**src/rtl/capture_ctrl_if.sv**
```systemverilog
// Port bundle between capture_ctrl and its neighbours: command decoder/trigger,
// sampler, sample RAM and UART transmitter.
interface capture_ctrl_if #(
  parameter int DEPTH  = 5,
  parameter int GROUPS = 4
);
  localparam int SW = (GROUPS > 1) ? $clog2(GROUPS) : 1;

  logic              set_cnt_i;
  logic              set_flg_i;
  logic [31:0]       cmd_i;
  logic              run_i;
  logic              stb_i;
  logic              we_o;
  logic [DEPTH-1:0]  addr_o;
  // tx_stb_o pulses for one cycle only while tx_rdy_i is high, never two cycles
  // in a row; the byte (group tx_sel_o at addr_o) is taken in that cycle.
  logic              tx_rdy_i;
  logic              tx_stb_o;
  logic [SW-1:0]     tx_sel_o;
  logic              busy_o;
  logic              done_o;
  logic [1:0]        state_o;

  modport slave (
    input  set_cnt_i, set_flg_i, cmd_i, run_i, stb_i, tx_rdy_i,
    output we_o, addr_o, tx_stb_o, tx_sel_o, busy_o, done_o, state_o
  );

  modport master (
    output set_cnt_i, set_flg_i, cmd_i, run_i, stb_i, tx_rdy_i,
    input  we_o, addr_o, tx_stb_o, tx_sel_o, busy_o, done_o, state_o
  );
endinterface

```
**src/rtl/capture_ctrl.sv**
```systemverilog
// Ring-buffer capture with post-trigger delay, then newest-first readout of
// each sample as enabled byte groups to the transmitter.
module capture_ctrl #(
  parameter int DEPTH  = 5,
  parameter int GROUPS = 4
) (
  input  logic           clk_i,
  input  logic           rst_in,
  capture_ctrl_if.slave  bus
);
  localparam int SW = (GROUPS > 1) ? $clog2(GROUPS) : 1;
  localparam logic [17:0] RD_MAX = 18'((1 << DEPTH) - 1);

  typedef enum logic [1:0] {S_IDLE, S_DELAY, S_RADDR, S_SEND} state_t;

  state_t             state_q, state_d;
  logic [DEPTH-1:0]   wptr_q, wptr_d, rptr_q, rptr_d;
  logic [17:0]        dly_q, dly_d, rd_q, rd_d;
  logic [15:0]        read_cfg_q, read_cfg_d, delay_cfg_q, delay_cfg_d;
  logic [GROUPS-1:0]  mask_q, mask_d;
  logic [SW-1:0]      grp_q, grp_d, sel_q, sel_d;
  logic               stb_last_q, stb_last_d, done_q, done_d;

  logic               we, tx_stb, any_en, has_next;
  logic [SW-1:0]      first_en, next_en;
  logic [17:0]        read_raw, read_m1, delay_m1;

  // Counters hold "remaining - 1" so (0xFFFF+1)*4 still fits in 18 bits.
  assign read_raw = {read_cfg_q, 2'b11};
  assign read_m1  = (read_raw > RD_MAX) ? RD_MAX : read_raw;
  assign delay_m1 = {delay_cfg_q, 2'b11};

  always_comb begin
    any_en   = 1'b0;
    has_next = 1'b0;
    first_en = '0;
    next_en  = '0;
    for (int i = GROUPS - 1; i >= 0; i--) begin
      if (!mask_q[i]) begin
        any_en   = 1'b1;
        first_en = SW'(i);
        if (i > int'(grp_q)) begin
          has_next = 1'b1;
          next_en  = SW'(i);
        end
      end
    end
  end

  always_comb begin
    state_d     = state_q;
    wptr_d      = wptr_q;
    rptr_d      = rptr_q;
    dly_d       = dly_q;
    rd_d        = rd_q;
    read_cfg_d  = read_cfg_q;
    delay_cfg_d = delay_cfg_q;
    mask_d      = mask_q;
    grp_d       = grp_q;
    sel_d       = sel_q;
    done_d      = 1'b0;
    we          = 1'b0;
    tx_stb      = 1'b0;
    case (state_q)
      S_IDLE: begin
        we = bus.stb_i;
        if (bus.stb_i) wptr_d = wptr_q + 1'b1;
        if (bus.set_cnt_i) begin
          read_cfg_d  = bus.cmd_i[15:0];
          delay_cfg_d = bus.cmd_i[31:16];
        end
        if (bus.set_flg_i) mask_d = bus.cmd_i[GROUPS+1:2];
        if (bus.run_i) begin
          state_d = S_DELAY;
          dly_d   = bus.stb_i ? delay_m1 - 18'd1 : delay_m1;
        end
      end
      S_DELAY: begin
        we = bus.stb_i;
        if (bus.stb_i) begin
          wptr_d = wptr_q + 1'b1;
          if (dly_q == 18'd0) begin
            state_d = S_RADDR;
            rptr_d  = wptr_q;
            rd_d    = read_m1;
          end else begin
            dly_d = dly_q - 18'd1;
          end
        end
      end
      S_RADDR: begin
        grp_d   = first_en;
        state_d = S_SEND;
      end
      default: begin
        if (any_en && bus.tx_rdy_i && !stb_last_q) begin
          tx_stb = 1'b1;
          sel_d  = grp_q;
          if (has_next) grp_d = next_en;
        end
        if (!any_en || (tx_stb && !has_next)) begin
          rptr_d = rptr_q - 1'b1;
          if (rd_q == 18'd0) begin
            state_d = S_IDLE;
            done_d  = 1'b1;
          end else begin
            rd_d    = rd_q - 18'd1;
            state_d = S_RADDR;
          end
        end
      end
    endcase
    stb_last_d = tx_stb;
  end

  always_ff @(posedge clk_i or negedge rst_in) begin
    if (!rst_in) begin
      state_q     <= S_IDLE;
      wptr_q      <= '0;
      rptr_q      <= '0;
      dly_q       <= '0;
      rd_q        <= '0;
      read_cfg_q  <= '0;
      delay_cfg_q <= '0;
      mask_q      <= '0;
      grp_q       <= '0;
      sel_q       <= '0;
      stb_last_q  <= 1'b0;
      done_q      <= 1'b0;
    end else begin
      state_q     <= state_d;
      wptr_q      <= wptr_d;
      rptr_q      <= rptr_d;
      dly_q       <= dly_d;
      rd_q        <= rd_d;
      read_cfg_q  <= read_cfg_d;
      delay_cfg_q <= delay_cfg_d;
      mask_q      <= mask_d;
      grp_q       <= grp_d;
      sel_q       <= sel_d;
      stb_last_q  <= stb_last_d;
      done_q      <= done_d;
    end
  end

  assign bus.we_o     = we;
  assign bus.addr_o   = (state_q == S_RADDR || state_q == S_SEND) ? rptr_q : wptr_q;
  assign bus.tx_stb_o = tx_stb;
  assign bus.tx_sel_o = tx_stb ? grp_q : sel_q;
  assign bus.busy_o   = (state_q != S_IDLE);
  assign bus.done_o   = done_q;
  assign bus.state_o  = state_q;
endmodule

```
**src/flat_wrapper.sv**
```systemverilog
// flat-port wrapper written by rule: the top's interface ports become plain ports
module capture_ctrl_flat 
#(
  parameter int DEPTH  = 5,
  parameter int GROUPS = 4
)
  (clk_i, rst_in, bus_set_cnt_i, bus_set_flg_i, bus_cmd_i, bus_run_i, bus_stb_i, bus_tx_rdy_i, bus_we_o, bus_addr_o, bus_tx_stb_o, bus_tx_sel_o, bus_busy_o, bus_done_o, bus_state_o);
  capture_ctrl_if #(.DEPTH(DEPTH), .GROUPS(GROUPS)) bus_i ();
  input  logic clk_i;
  input  logic rst_in;
  input wire logic [$bits(bus_i.set_cnt_i)-1:0] bus_set_cnt_i;
  input wire logic [$bits(bus_i.set_flg_i)-1:0] bus_set_flg_i;
  input wire logic [$bits(bus_i.cmd_i)-1:0] bus_cmd_i;
  input wire logic [$bits(bus_i.run_i)-1:0] bus_run_i;
  input wire logic [$bits(bus_i.stb_i)-1:0] bus_stb_i;
  input wire logic [$bits(bus_i.tx_rdy_i)-1:0] bus_tx_rdy_i;
  output wire logic [$bits(bus_i.we_o)-1:0] bus_we_o;
  output wire logic [$bits(bus_i.addr_o)-1:0] bus_addr_o;
  output wire logic [$bits(bus_i.tx_stb_o)-1:0] bus_tx_stb_o;
  output wire logic [$bits(bus_i.tx_sel_o)-1:0] bus_tx_sel_o;
  output wire logic [$bits(bus_i.busy_o)-1:0] bus_busy_o;
  output wire logic [$bits(bus_i.done_o)-1:0] bus_done_o;
  output wire logic [$bits(bus_i.state_o)-1:0] bus_state_o;
  assign bus_i.set_cnt_i = bus_set_cnt_i;
  assign bus_i.set_flg_i = bus_set_flg_i;
  assign bus_i.cmd_i = bus_cmd_i;
  assign bus_i.run_i = bus_run_i;
  assign bus_i.stb_i = bus_stb_i;
  assign bus_i.tx_rdy_i = bus_tx_rdy_i;
  assign bus_we_o = bus_i.we_o;
  assign bus_addr_o = bus_i.addr_o;
  assign bus_tx_stb_o = bus_i.tx_stb_o;
  assign bus_tx_sel_o = bus_i.tx_sel_o;
  assign bus_busy_o = bus_i.busy_o;
  assign bus_done_o = bus_i.done_o;
  assign bus_state_o = bus_i.state_o;
  capture_ctrl #(.DEPTH(DEPTH), .GROUPS(GROUPS)) u_core (.clk_i(clk_i), .rst_in(rst_in), .bus(bus_i));
endmodule
```
**config.mk**
```make
export PLATFORM = sky130hd
export DESIGN_NAME = capture_ctrl_flat
export DESIGN_NICKNAME = d
export VERILOG_FILES = /design/src/rtl/capture_ctrl_if.sv /design/src/rtl/capture_ctrl.sv /design/src/flat_wrapper.sv
export SDC_FILE = /design/constraint.sdc
export NUM_CORES = 1
export LEC_CHECK = 0
export ABC_CLOCK_PERIOD_IN_PS = 2700
export CORE_UTILIZATION = 40
export CTS_BUF_LIST = sky130_fd_sc_hd__clkbuf_2
export DETAILED_ROUTE_END_ITERATION = 16
export SLEW_MARGIN = 40
export SYNTH_ARGS = -nofsm -noshare
export SYNTH_HDL_FRONTEND = slang
export SYNTH_SLANG_ARGS = --single-unit
export TNS_END_PERCENT = 50
```
**constraint.sdc**
```tcl
create_clock -name clk_i -period 2.7 [get_ports clk_i]
set_input_delay 0.405 -clock clk_i [delete_from_list [all_inputs] [get_ports clk_i]]
set_output_delay 0.405 -clock clk_i [all_outputs]
set_load 0.03 [all_outputs]
```
Yosys cells after proc, flatten, opt, wreduce, memory -nomap -nowiden
Cells that the tools add are included.

$add $sub $neg: 5. Multiply operators: 0. Div/mod/pow operators: 0. Order comparisons: 4. Eq/ne operators: 8. Shift operators: 0. Multiplexer cells: 53. Bitwise logic cells: 3. Reductions and logical operators: 29.

Operators with widths (count): $mux W18 (9); $pmux W18 S2 (2); $sub A18 B1 Y18 const B (3); $logic_not A18 Y1 (2); $mux W2 (18); $mux W5 (4); $gt A18 B5 Y1 const B (1); $mux W1 (17); $reduce_and A4 Y1 (3); $pmux W5 S2 (1); $reduce_bool A2 Y1 (5); $ne A2 B2 Y1 const B (4); $reduce_and A2 Y1 (4); $pmux W2 S3 (1); $add A5 B1 Y5 const B (1); $reduce_and A5 Y1 (1); $sub A5 B1 Y5 const B (1); $eq A2 B2 Y1 const B (2); $gt A2 B2 Y1 const A (2); $pmux W2 S2 (1); $reduce_bool A4 Y1 (1); $reduce_or A2 Y1 (2); $logic_and A1 B1 Y1 (3); $logic_not A1 Y1 (3); other kinds (8) (11).

Bits in registers: 90. Bits in latches: 0. RAM bits: 0. Memory bits (read-only): 0. Input bits: 39. Output and inout port bits: 13. Word-level logic and storage cells: 114. Memories kept: 0.

Depth between registers and ports, before layout
Gate-level depths: netlist (run 1).

Depth in word-level cells: 12. Depth in mapped cells: 10.

Worst setup path before layout (run 1)
No wires, ideal clock.

Path type: register to register. From: reg u_core.state_q[0] (netlist: u_core.bus.state_o[0]). To: reg u_core.wptr_q[1]. Library setup time: 0.125 ns. Arrival time: 2.466 ns. Required time: 2.575 ns. Path slack: 0.109 ns. Cell stages (with the launch flop): 7. Path buffers: 1. Clock period less this slack: 2.591 ns. Cell sequence: dfrtp_1 inv_1 ha_1 clkbuf_1 inv_1 a21oi_1 mux2_2.

Word-level cells in the longest chain between the ends: 3.

RTL lines: start: declaration (RTL line capture_ctrl.sv:16) `state_t state_q, state_d;`; start signal: assignment (RTL line capture_ctrl.sv:131) `state_q <= state_d;`; $eq A2 B1 Y1 or $logic_not A2 Y1 (tied branches) (RTL line capture_ctrl.sv:64) `case (state_q)`; $reduce_or A2 Y1 (no line) *; $reduce_and A2 Y1 (no line) *; end signal: assignment (RTL line capture_ctrl.sv:132) `wptr_q <= wptr_d;`; end: declaration (RTL line capture_ctrl.sv:17) `logic [DEPTH-1:0] wptr_q, wptr_d, rptr_q, rptr_d;`.

Mark *: on every way between the ends. The rest lies on a longest branch, timed or not. A chain may end at the register's enable or synchronous reset.

Final worst setup path (run 1)
From: reg u_core.state_q[0] (netlist: u_core.bus.state_o[0]). To: out bus_addr_o[2].

Word-level cells in the longest chain between the ends: 3.

RTL lines: $eq A2 B2 Y1 (RTL line capture_ctrl.sv:147) `assign bus.addr_o = (state_q == S_RADDR || state_q == S_SEND) ? rptr_q : wptr_q;`; $logic_or A1 B1 Y1 * (RTL line capture_ctrl.sv:147); $mux W5 * (RTL line capture_ctrl.sv:147); end: declaration (RTL line flat_wrapper.sv:18) `output wire logic [$bits(bus_i.addr_o)-1:0] bus_addr_o;`.

Marks and branches as above.

==> summary.txt, run 1 <==
run status -> completed
Leak -> 2.41 nW
Worst IR Drop VDD -> 0.000550 V
Die X -> 109 um
register-to-register setup slack -> 270 ps
fmax -> 382 MHz
most common cell after layout, fill and taps aside -> dfrtp_1
Final setup viols -> 0
Finished Cell Area -> 5580 um^2
initial antenna violation count -> 0
CP max-delay cell -> dfrtp_2
Ant. Diodes -> 0
DP Area -> 5410 um^2
Startpoint Class -> flop
post-synthesis sequential area ratio -> 49.0%
Final Hold Viols -> 0
synth warn -> 0
Buffers & Inverters on Critical Path -> 3
syn nets -> 499
drt wl/cell -> 15.7 um
Num CTS Buffers -> 9
critical path type -> reg -> out
first-pass GRT wire length -> 17.4 mm
most frequent cells in the layout -> dfrtp_1, mux2_2, clkdlybuf4s50_1, nand2_1, o21ai_0
FILL cells -> 1044
multi-input combinational cell area -> 2230 um^2
Synth Cell Area -> 4600 um^2
Vias -> 3685
post-place setup slack -> 141 ps
Max-Slew Margin vs Limit -> 61.9%
Ports -> 52
DRC -> 0
largest net degree at the start of global routing -> 57
Util after Layout -> 50.6%
clk_skew -> 23.8 ps
Least-Margin Pin Slew -> 570 ps
Post-DRT Antenna Nets -> 0
Final period util -> 97.0%
DR vias/cell -> 5.54
area growth from synthesis to layout -> 21.4%
crit-path max FO -> 9
CTS Buffer Depth -> 2
grt total ovfl -> 0
cell breakdown of the critical path -> inv_1 -> ha_1 -> nor2_1 -> buf_4 -> mux2_2 -> clkdlybuf4s15_2
unrepaired setup endpoints after global routing -> true
Final min period -> 2620 ps
DP Wirelength -> 7.57 mm
DRT iter0 DRCs -> 152
nets -> 569
core area -> 11000 um^2
vias in the first global route -> 3614
critical path's top delay family -> buffers and inverters
layout cells sized above 1 -> 19.6%
pwr dens -> 1040 nW/um^2
WL final -> 10.4 mm
FFs w/ async S/R, synth -> 100%
Reg2Reg Launch Point -> u_core.rd_q[3]
Die Ht -> 109 um
Distinct cells, synth -> 61
Slew Viols, Final -> 0
DRT Pass-1 Iters -> 4
R2R Path End -> u_core.rd_q[2]
register area -> 2260 um^2
clock net sink count -> 90
Primary FF master, synth -> dfrtp_1
Yosys reg bits -> 90
number of flops mapped to enable cells by yosys -> 0
MaxCap Viol Count -> 0
setup slack after layout -> 82.0 ps
Port Buffers -> 51
Final GP Congestion -> 0.817
site row count -> 38
Worst path max stage delay -> 460 ps
Total Routing Usage GR -> 19.0%
clk_lat worst skew -> 580 ps
critical path capture point type -> output port
Syn Area/Cell -> 10.2 um^2
die area -> 11900 um^2
Post-Synthesis Cells -> 450
Worst Path Required -> 2300 ps
Reg clk slew, reported paths -> 250 ps
R2R cell count -> 7
hold_ws -> 280 ps
crit path DAT -> 2210 ps
Hold Path Class -> in -> async
root buffer cell -> clkbuf_2
Initial Util -> 41.7%
CTS tree -> yes
H-tree depth -> 3
## worst max-delay path by stage
stage | from | slack [ps] | end | cells past startpoint
3_3_place_gp | bus_tx_rdy_i | 200 | u_core.rd_q[2] | 8
3_5_place_dp | bus_tx_rdy_i | 140 | u_core.rd_q[3] | 8
6_report | u_core.bus.state_o[0] | 80 | bus_addr_o[2] | 6
5_1_grt | u_core.bus.state_o[0] | -110 | bus_addr_o[2] | 6
4_1_cts | u_core.bus.state_o[0] | -10 | bus_addr_o[2] | 6
2_1_floorplan | u_core.bus.state_o[0] | 110 | u_core.wptr_q[1] | 6
## logic make-up after synthesis
family	after synthesis	share of synthesized area (%)
simple gates	158	18.3
compound gates	101	13.6
xor+xnor	9	1.71
buf+inv	33	2.94
mux	49	11.8
flops	90	49.0
fa+ha+maj	10	2.72
## synth_stat cells, types with 2 or more instances
library cell	number	area, um^2
o21ai_0	30	150
nor3_1	17	85.1
a21oi_1	27	135
and4_1	3	26.3
nor4_1	8	50.1
a211oi_1	4	30.0
xor2_1	6	52.6
xnor2_1	3	26.3
mux2_2	42	473
or3_1	3	18.8
o21ai_1	4	20.0
mux2i_1	7	70.1
buf_1	3	11.3
and3_1	5	31.3
o211ai_1	2	15.0
o32ai_1	2	17.5
clkbuf_1	11	41.3
o31ai_1	2	15.0
or4_1	3	22.5
and2_1	3	18.8
nand4_1	12	75.1
buf_2	3	15.0
nor2_1	26	97.6
inv_1	14	52.6
nor3b_1	4	30.0
nand3b_1	2	15.0
nand4b_1	2	17.5
nand3_1	21	105
ha_1	10	125
nand2_1	36	135
a22oi_1	2	15.0
o22ai_1	12	75.1
dfrtp_1	90	2250
nand2b_1	4	25.0
## report_power, final
group	switching, mW	leakage (nW)	internal [mW]	total (mW)
Sequential	0.548	1.08	1.94	2.48
Clock	0.480	0.0858	0.396	0.876
Combinational	1.30	1.24	1.14	2.43
Total	2.33	2.41	3.47	5.79
## what timing repair did
item                                    CTS  global route
setup buffers                             1             0
hold buffers                              1             0
pin swaps                                 0             0
gates resized for setup                  15            17
endpoints found under the setup margin   10             9
endpoints found under the hold margin    34             0
## registers in the layout, indices dropped and copies added, names as in the netlist
signal / count
u_core.mask_q: 4
u_core.read_cfg_q: 16
u_core.bus.done_o: 1
u_core.rd_q: 18
u_core.grp_q: 2
u_core.wptr_q: 5
u_core.sel_q: 2
u_core.rptr_q: 5
u_core.dly_q: 18
u_core.stb_last_q: 1
u_core.bus.state_o: 2
u_core.delay_cfg_q: 16
## stage by stage
step | setup TNS (ps) | power, mW | cells
after floorplan | 0 | 4.10 | 450
after global placement | 0 | 4.91 | 647
after detailed placement | 0 | 4.99 | 647
after CTS | -13.2 | 5.84 | 665
after global routing | -178 | 6.23 | 665
final | 0 | 5.79 | 665
## area by class of cell
cell class	instances	share of cell area, %
Sequential cell	90	40.4
Inverter	15	1.01
Timing Repair Buffer	77	12.6
Tap cell	140	3.14
Clock inverter	7	2.11
Clock buffer	9	0.807
Multi-Input combinational cell	327	39.9
## layer usage
layer / vias up / wire length, um / GRT usage, %
li1: 1806 / - / -
met1: 1806 / 5010 / 24.8
met2: 63 / 4910 / 30.6
met3: 10 / 405 / 4.12
met4: 0 / 112 / 7.43
met5: - / 0 / 0
Note: power is estimated with default switching activity, not from simulation.
==> run 2: changes to the inputs <==
Settings changed: CAP_MARGIN set to 5, PLACE_DENSITY_LB_ADDON set to 0.1.
==> summary.txt, run 2 (same netlist as run 1, synthesis figures left out) <==
FILL cells -> 1039 (-0.48%)
vias in the first global route -> 3461 (-4.2%)
MaxCap Viol Count -> 0 (unchanged)
largest net degree at the start of global routing -> 66 (+16%)
critical path type -> reg -> out
Slew Viols, Final -> 0 (unchanged)
total chip power -> 5.75 mW (-0.76%)
clk_lat worst skew -> 600 ps (+20 ps)
clk_skew -> 25.0 ps (+1.18 ps)
clock net sink count -> 90 (unchanged)
Die Ht -> 109 um (unchanged)
setup slack after layout -> 76.6 ps (-5.34 ps)
pwr dens -> 1030 nW/um^2 (-1.1%)
multi-input combinational cell area -> 2220 um^2 (-0.17%)
Reg clk slew, reported paths -> 230 ps (-20 ps)
Final GP Congestion -> 0.814 (-0.42%)
Worst IR Drop VDD -> 0.000594 V (+8.0%)
Worst Path Required -> 2300 ps (about the same)
Hold Path Class -> in -> async
Final setup viols -> 0 (unchanged)
Total Routing Usage GR -> 19.3% (+0.26 points)
setup TNS -> 0 ps (unchanged)
root buffer cell -> clkbuf_2
Post-DRT Antenna Nets -> 0 (unchanged)
Max-Slew Margin vs Limit -> 57.8% (-4.1 points)
grt total ovfl -> 0 (unchanged)
unrepaired setup endpoints after global routing -> true
Ports -> 52 (unchanged)
DR vias/cell -> 5.49 (-0.95%)
initial antenna violation count -> 0 (unchanged)
Startpoint Class -> flop
area growth from synthesis to layout -> 21.9%
site row count -> 38 (unchanged)
Reg2Reg Launch Point -> u_core.rd_q[3]
Port Buffers -> 51 (unchanged)
Leak -> 2.40 nW (about the same)
WL final -> 10.4 mm (-0.25%)
Ant. Diodes -> 0 (unchanged)
run status -> completed
Least-Margin Pin Slew -> 632 ps (+61.4 ps)
Final period util -> 97.2% (+0.20 points)
DP Wirelength -> 7.42 mm (-2.0%)
fmax -> 381 MHz (-0.20%)
CTS tree -> yes
Initial Util -> 41.7% (unchanged)
first-pass GRT wire length -> 17.3 mm (-0.44%)
most frequent cells in the layout -> dfrtp_1, mux2_2, clkdlybuf4s50_1, nand2_1, o21ai_0
nets -> 571 (+0.35%)
Vias -> 3661 (-0.65%)
most common cell after layout, fill and taps aside -> dfrtp_1
Worst Setup SP -> u_core.bus.state_o[1]
crit-path max FO -> 9 (unchanged)
Util after Layout -> 50.8% (+0.18 points)
crit path DAT -> 2220 ps (about the same)
register area -> 2260 um^2 (about the same)
drt wl/cell -> 15.6 um (-0.55%)
Final min period -> 2620 ps (+5.34 ps)
Die X -> 109 um (unchanged)
CTS Buffer Depth -> 2 (unchanged)
layout cells sized above 1 -> 19.9% (+0.31 points)
H-tree depth -> 3 (unchanged)
critical path capture point type -> output port
DRC -> 0 (unchanged)
post-place setup slack -> 200 ps (+59.8 ps)
core area -> 11000 um^2 (unchanged)
largest registers -> u_core.dly_q: 18 flops, u_core.rd_q: 18 flops
DRT iter0 DRCs -> 152 (unchanged)
DRT Pass-1 Iters -> 4 (unchanged)
die area -> 11900 um^2 (unchanged)
Num CTS Buffers -> 9 (unchanged)
Final Hold Viols -> 0 (unchanged)
run 2: stage by stage:
stage | hold slack, ps | cell area [um^2] | std cells
5_1_grt | 231 | 5600 | 667
4_1_cts | 185 | 5580 | 665
2_1_floorplan | 109 | 4600 | 450
3_5_place_dp | 337 | 5410 | 648
3_3_place_gp | 342 | 5410 | 648
6_report | 239 | 5600 | 667
run 2: critical path: stages, from the launching register on:
cell             delay [ps]
dfrtp_2                 470
buf_4                   150
ha_1                    220
nor2_4                  180
mux2_2                  360
clkdlybuf4s15_2         280
run 2: report_power, final:
part	leakage (nW)	total [mW]	switching, mW	internal, mW
Combinational	1.24	2.45	1.28	1.17
Sequential	1.08	2.50	0.565	1.94
Clock	0.0825	0.792	0.479	0.313
run 2: final cells by class:
| type | instances | share of cell area (%) |
|---|---|---|
| repair buffers | 79 | 13.3 |
| well taps | 140 | 3.13 |
| clock inverters | 6 | 1.61 |
| clock buffers | 10 | 0.893 |
| inverters | 15 | 1.09 |
| flip-flops and latches | 90 | 40.3 |
| multi-input cells | 327 | 39.7 |
run 2: timing repair:
action / CTS / global route
endpoints found under the setup margin: 10 / 5
hold endpoints to repair: 25 / 0
hold buffers: 1 / 0
gates resized for setup: 24 / 9
setup buffers: 0 / 2
pin swaps: 1 / 0
run 2: path summary, 6_finish.rpt:
check	to	slack, ps	depth (start not counted)
min	u_core.rd_q[8]	240	2
max	bus_addr_o[2]	80	5
min in group clk_i	u_core.delay_cfg_q[0]	390	2
max reg2reg	u_core.rd_q[2]	320	7
max in group asynchronous	u_core.mask_q[3]	1800	3
min reg2reg	u_core.rd_q[15]	490	1
run 2: layer usage:
metal  vias up  routed length, um  share of wire (%)  GRT usage [%]
li1       1806                  -                  -              -
met1      1772               5280                 51           28.5
met2        72               4510                 43           27.2
met3        11                471                4.5           3.53
met4         0                151                1.5           8.57
met5         -                  0                  0              0
